[src/rtl/pwm_dimmer.sv]
// Push-button LED dimmer: two debounced buttons step a duty register,
// which drives a fixed-period PWM waveform through a period-aligned shadow.
//
// Ports:
//   CLK      - system clock, everything on the rising edge
//   RST      - asynchronous active-high reset
//   BTN_UP   - raw button, 1 = pressed, raises duty by STEP
//   BTN_DOWN - raw button, 1 = pressed, lowers duty by STEP
//   PWM      - registered dimmer waveform
//   DUTY     - current requested duty value
module pwm_dimmer #(
    parameter int PWM_BITS   = 8,
    parameter int PRESCALE   = 16,
    parameter int DEB_CYCLES = 50000,
    parameter int STEP       = 16,
    parameter int DUTY_INIT  = 128
) (
    input  logic                CLK,
    input  logic                RST,
    input  logic                BTN_UP,
    input  logic                BTN_DOWN,
    output logic                PWM,
    output logic [PWM_BITS-1:0] DUTY
);

    localparam int DW = $clog2(DEB_CYCLES + 1);
    localparam int PW = (PRESCALE > 1) ? $clog2(PRESCALE) : 1;

    localparam logic [DW-1:0]       DEB_LAST = DW'(DEB_CYCLES - 1);
    localparam logic [PW-1:0]       PRE_LAST = PW'(PRESCALE - 1);
    localparam logic [PWM_BITS-1:0] DMAX     = '1;
    // Counter runs 0..DMAX-1 so a full-scale shadow keeps PWM high.
    localparam logic [PWM_BITS-1:0] CNT_LAST = DMAX - 1'b1;
    localparam logic [PWM_BITS:0]   STEP_W   = (PWM_BITS + 1)'(STEP);
    localparam logic [PWM_BITS-1:0] INIT_W   = PWM_BITS'(DUTY_INIT);

    // Index 0 = up button, index 1 = down button.
    logic [1:0]         sync1_q, sync1_d;
    logic [1:0]         sync2_q, sync2_d;
    logic [1:0]         acc_q, acc_d;
    logic [1:0]         evt_q, evt_d;
    logic [1:0][DW-1:0] deb_q, deb_d;

    logic [PWM_BITS-1:0] duty_q, duty_d;
    logic [PWM_BITS-1:0] shd_q, shd_d;
    logic [PWM_BITS-1:0] cnt_q, cnt_d;
    logic [PW-1:0]       pre_q, pre_d;
    logic                pwm_q, pwm_d;

    logic                tick;
    logic                wrap;
    logic [PWM_BITS:0]   up_sum;
    logic [PWM_BITS-1:0] up_val;
    logic [PWM_BITS-1:0] dn_val;

    // Synchronizers, debounce counters and press-edge detection.
    always_comb begin
        sync1_d = {BTN_DOWN, BTN_UP};
        sync2_d = sync1_q;
        acc_d   = acc_q;
        deb_d   = '0;
        for (int i = 0; i < 2; i++) begin
            if (sync2_q[i] != acc_q[i]) begin
                if (deb_q[i] == DEB_LAST) begin
                    acc_d[i] = sync2_q[i];
                end else begin
                    deb_d[i] = deb_q[i] + 1'b1;
                end
            end
        end
        evt_d = acc_d & ~acc_q;
    end

    // Saturating duty update; math one bit wider to avoid wrap.
    always_comb begin
        up_sum = {1'b0, duty_q} + STEP_W;
        up_val = (up_sum > {1'b0, DMAX}) ? DMAX : up_sum[PWM_BITS-1:0];
        dn_val = ({1'b0, duty_q} < STEP_W) ? '0
                                           : duty_q - STEP_W[PWM_BITS-1:0];
        duty_d = duty_q;
        case (evt_q)
            2'b01:   duty_d = up_val;
            2'b10:   duty_d = dn_val;
            default: duty_d = duty_q;
        endcase
    end

    // Prescaler, period counter, shadow latch and PWM compare.
    always_comb begin
        tick  = (pre_q == PRE_LAST);
        wrap  = tick && (cnt_q == CNT_LAST);
        pre_d = tick ? '0 : pre_q + 1'b1;
        cnt_d = cnt_q;
        shd_d = shd_q;
        if (tick) begin
            cnt_d = wrap ? '0 : cnt_q + 1'b1;
        end
        // Shadow only moves at a period boundary.
        if (wrap) begin
            shd_d = duty_q;
        end
        pwm_d = (cnt_q < shd_q);
    end

    always_ff @(posedge CLK or posedge RST) begin
        if (RST) begin
            sync1_q <= '0;
            sync2_q <= '0;
            acc_q   <= '0;
            evt_q   <= '0;
            deb_q   <= '0;
            duty_q  <= INIT_W;
            shd_q   <= INIT_W;
            cnt_q   <= '0;
            pre_q   <= '0;
            pwm_q   <= 1'b0;
        end else begin
            sync1_q <= sync1_d;
            sync2_q <= sync2_d;
            acc_q   <= acc_d;
            evt_q   <= evt_d;
            deb_q   <= deb_d;
            duty_q  <= duty_d;
            shd_q   <= shd_d;
            cnt_q   <= cnt_d;
            pre_q   <= pre_d;
            pwm_q   <= pwm_d;
        end
    end

    assign PWM  = pwm_q;
    assign DUTY = duty_q;

endmodule

[config.mk]
export PLATFORM = sky130hd
export DESIGN_NAME = pwm_dimmer
export DESIGN_NICKNAME = d
export VERILOG_FILES = /design/src/rtl/pwm_dimmer.sv
export SDC_FILE = /design/constraint.sdc
export NUM_CORES = 1
export LEC_CHECK = 0
export ABC_CLOCK_PERIOD_IN_PS = 2200
export BUFFER_PORTS_ARGS = -buffer_cell sky130_fd_sc_hd__buf_4
export CORE_MARGIN = 10
export CORE_UTILIZATION = 55
export CTS_CLUSTER_DIAMETER = 200
export CTS_CLUSTER_SIZE = 14
export DETAILED_ROUTE_END_ITERATION = 10
export PLACE_DENSITY_LB_ADDON = 0.08
export REMOVE_ABC_BUFFERS = 1
export SLEW_MARGIN = 20
export SYNTH_ARGS = -nofsm -noshare
export SYNTH_HDL_FRONTEND = slang
export SYNTH_SLANG_ARGS = --single-unit
[constraint.sdc]
create_clock -name CLK -period 2.2 [get_ports CLK]
set_input_delay 0.11 -clock CLK [delete_from_list [all_inputs] [get_ports CLK]]
set_output_delay 0.11 -clock CLK [all_outputs]
set_load 0.03 [all_outputs]
==> metrics.txt <==
design area 0.00360 mm^2; Fin. Hold Viols 0; Core Util, Final 64.7%; placer congestion estimate 0.819; I/O Buffers 12; post-synth cell types 45; Worst EP required 2.47 ns; slew of the pin with the lowest slew margin 0.577 ns; I/O pin count 13; flop2flop setup slack 0.35 ns; drt via density 5.51; clock-pin slew on the worst setup and hold paths 0.07 ns; die area 0.00929 mm^2; core area 0.00557 mm^2; Detail Placement HPWL 4080 um; maxcap violations 0; final period utilization 84.2%; Chip Height 96.4 um; die width 96.4 um; Seq cells post-synth 63; row cnt 27; DR DRC count 0; WL met1 2940 um; worst skew pair latency 0.34 ns; DR WL/cell 14.1 um; CTS sink cnt 63; crit end category flip-flop; Max Transition Viols Final 0; synthesized instance count 326; Worst Setup EP DUTY[2]$_DFFE_PP0P_; fin crit period 1.85 ns; vias in the first global route 2402; Post-CTS Hold Buffers 3; met2 routed WL 2710 um; TritonCTS clock tree done; R2R depth 6; worst reg2reg path startpoint DUTY[4]$_DFFE_PP0P_; setup ws final 0.347 ns; Min-Delay Path Class flip-flop to flip-flop; setup_tns 0 ns; CTS Buf Count 9; area post-placement 0.00338 mm^2; Setup Slack @ Placement 0.393 ns; routed length on met3 311 um; Max Freq 540 MHz; Primary FF master, synth dfrtp_1; DR pass1 iterations 4; ant diodes 0; asr flop ratio synth 100%; clock skew 0.00800 ns; Highest Signal Layer met4; final setup fails 0; Synth Warn # 0; Syn Area/Cell 9.84 um^2; area delta synth->final 12.4%; pin count of the biggest net entering global routing 30; Vias 2342; worst setup path start DUTY[4]$_DFFE_PP0P_; 1st-iter DRT viols 59; number of synthesized flops with an enable pin 0; RSZ-0062 raised after global routing no; Crit Reg-Reg Endpoint DUTY[2]$_DFFE_PP0P_; Fill cells 466; Resize count post-CTS 0; post-route ant nets 0; Initial Util 57.6%; share of cells above drive strength 1 13.3%; Slew headroom 60.6%; VDD IR max 0.000393 V; Lkg Pwr 1.55 nW; PwrDens 614 mW/mm^2; status complete, no violations; total power 2.21 mW; post-synthesis sequential area ratio 49.2%; Setup CP Type flip-flop to flip-flop; startpoint types flip-flop; Synth Cell Area 0.00321 mm^2; Clock Tree Buf Depth 2; clock root cell clkbuf_8; post-CTS setup repair buffer count 0; antenna violations before repair 0; WP data arrival 2.12 ns; Total Routing Usage GR 14.3%; first-pass GRT wire length 10600 um; H-tree Lvls 3; Routed WL 6000 um; crit-path max FO 10; Congestion Overflow GR 0; Final nets 368
## through the flow
stage / hold slack (ns) / std cells
6_report: 0.349 / 425
5_1_grt: 0.371 / 425
4_1_cts: 0.350 / 425
3_5_place_dp: 0.221 / 406
3_3_place_gp: 0.219 / 406
2_1_floorplan: 0.141 / 317
## critical path, cell delays in order, from the launching register on
cell      delay, ns
dfrtp_1        0.51
inv_1          0.12
ha_1           0.33
nor4bb_1       0.40
maj3_1         0.25
a21oi_1        0.06
o21ai_1        0.11
## worst min path at each step
stage	startpoint	end	slack, ns	cells past startpoint
after global placement	BTN_UP	sync1_q[0]$_DFF_PP0_	0.22	1
after floorplan	BTN_UP	sync1_q[0]$_DFF_PP0_	0.14	0
after global routing	sync1_q[0]$_DFF_PP0_	sync2_q[0]$_DFF_PP0_	0.37	0
after detailed placement	BTN_DOWN	sync1_q[1]$_DFF_PP0_	0.22	1
final	sync1_q[0]$_DFF_PP0_	sync2_q[0]$_DFF_PP0_	0.35	0
after CTS	sync1_q[0]$_DFF_PP0_	sync2_q[0]$_DFF_PP0_	0.35	0
## registers in the layout (all words and copies together), names as in the netlist
| register | flops |
|---|---|
| evt_q | 2 |
| acc_q | 2 |
| sync1_q | 2 |
| pre_q | 4 |
| DUTY | 5 |
| cnt_q | 8 |
| PWM | 1 |
| deb_q | 32 |
| sync2_q | 2 |
| shd_q | 5 |
## Yosys cell counts, drive strengths merged, types with 4 or more instances
| cell | instances | share of area (%) |
|---|---|---|
| buf | 4 | 0.82 |
| nor3 | 11 | 1.9 |
| and3 | 5 | 0.98 |
| nor2 | 43 | 5.0 |
| nor4bb | 4 | 1.2 |
| nand4 | 11 | 2.1 |
| dfrtp | 61 | 48 |
| clkbuf | 5 | 0.59 |
| ha | 16 | 6.2 |
| or3 | 5 | 1.1 |
| a21oi | 11 | 1.7 |
| nand2 | 25 | 2.9 |
| nor4 | 6 | 1.2 |
| o21ai | 21 | 3.3 |
| xnor2 | 23 | 6.3 |
| xor2 | 9 | 2.5 |
| inv | 21 | 2.5 |
| nand3 | 13 | 2.7 |
## layer usage
metal	vias to the layer above	GRT usage [%]
met5	-	0
met4	0	5.45
met3	4	4.93
met2	38	22.1
met1	1133	18.2
li1	1167	-
## cell usage in the layout (no fill, tap or decap), types with 4 or more instances in the layout
cell      Yosys  routed
a21oi_1      11      11
and3_1        5       5
buf_4         3      17
clkbuf_8      0      13
dfrtp_1      61      61
ha_1         16      16
inv_1        21      20
nand2_1      25      25
nand3_1      10      10
nand4_1      11      11
nor2_1       43      43
nor3_1       10      10
nor4_1        6       6
nor4bb_1      4       4
o21ai_0      16      16
o21ai_1       5       5
or3_1         4       4
xnor2_1      23      23
xor2_1        9       9
## where the power goes
part	internal, mW	total (mW)	switching, mW	leakage [nW]
clock network	0.527	0.968	0.442	0.105
registers	1.17	1.18	0.0123	0.844
logic	0.0207	0.0617	0.0410	0.601
total	1.72	2.21	0.495	1.55
## kinds of logic after synthesis
logic type	count (synthesis)	synth area share (%)
and+or+nand+nor	135	22.2
xor gates and xnor gates	32	8.74
AOI/OAI and AO/OA	45	8.03
DFF	63	49.2
adders and majority gates	17	6.55
muxes	4	1.36
buffers and inverters	30	3.86
## final cells by class
type                            count  area [um^2]  area share [%]
Tap cell                           72         90.1            2.50
Clock buffer                       13          179            4.96
Clock inverter                      3         15.0           0.417
Multi-Input combinational cell    233         1510            41.8
Sequential cell                    63         1580            43.8
Inverter                           21         78.8            2.19
Timing Repair Buffer               20          158            4.37
(Power assumes the default switching activity.)
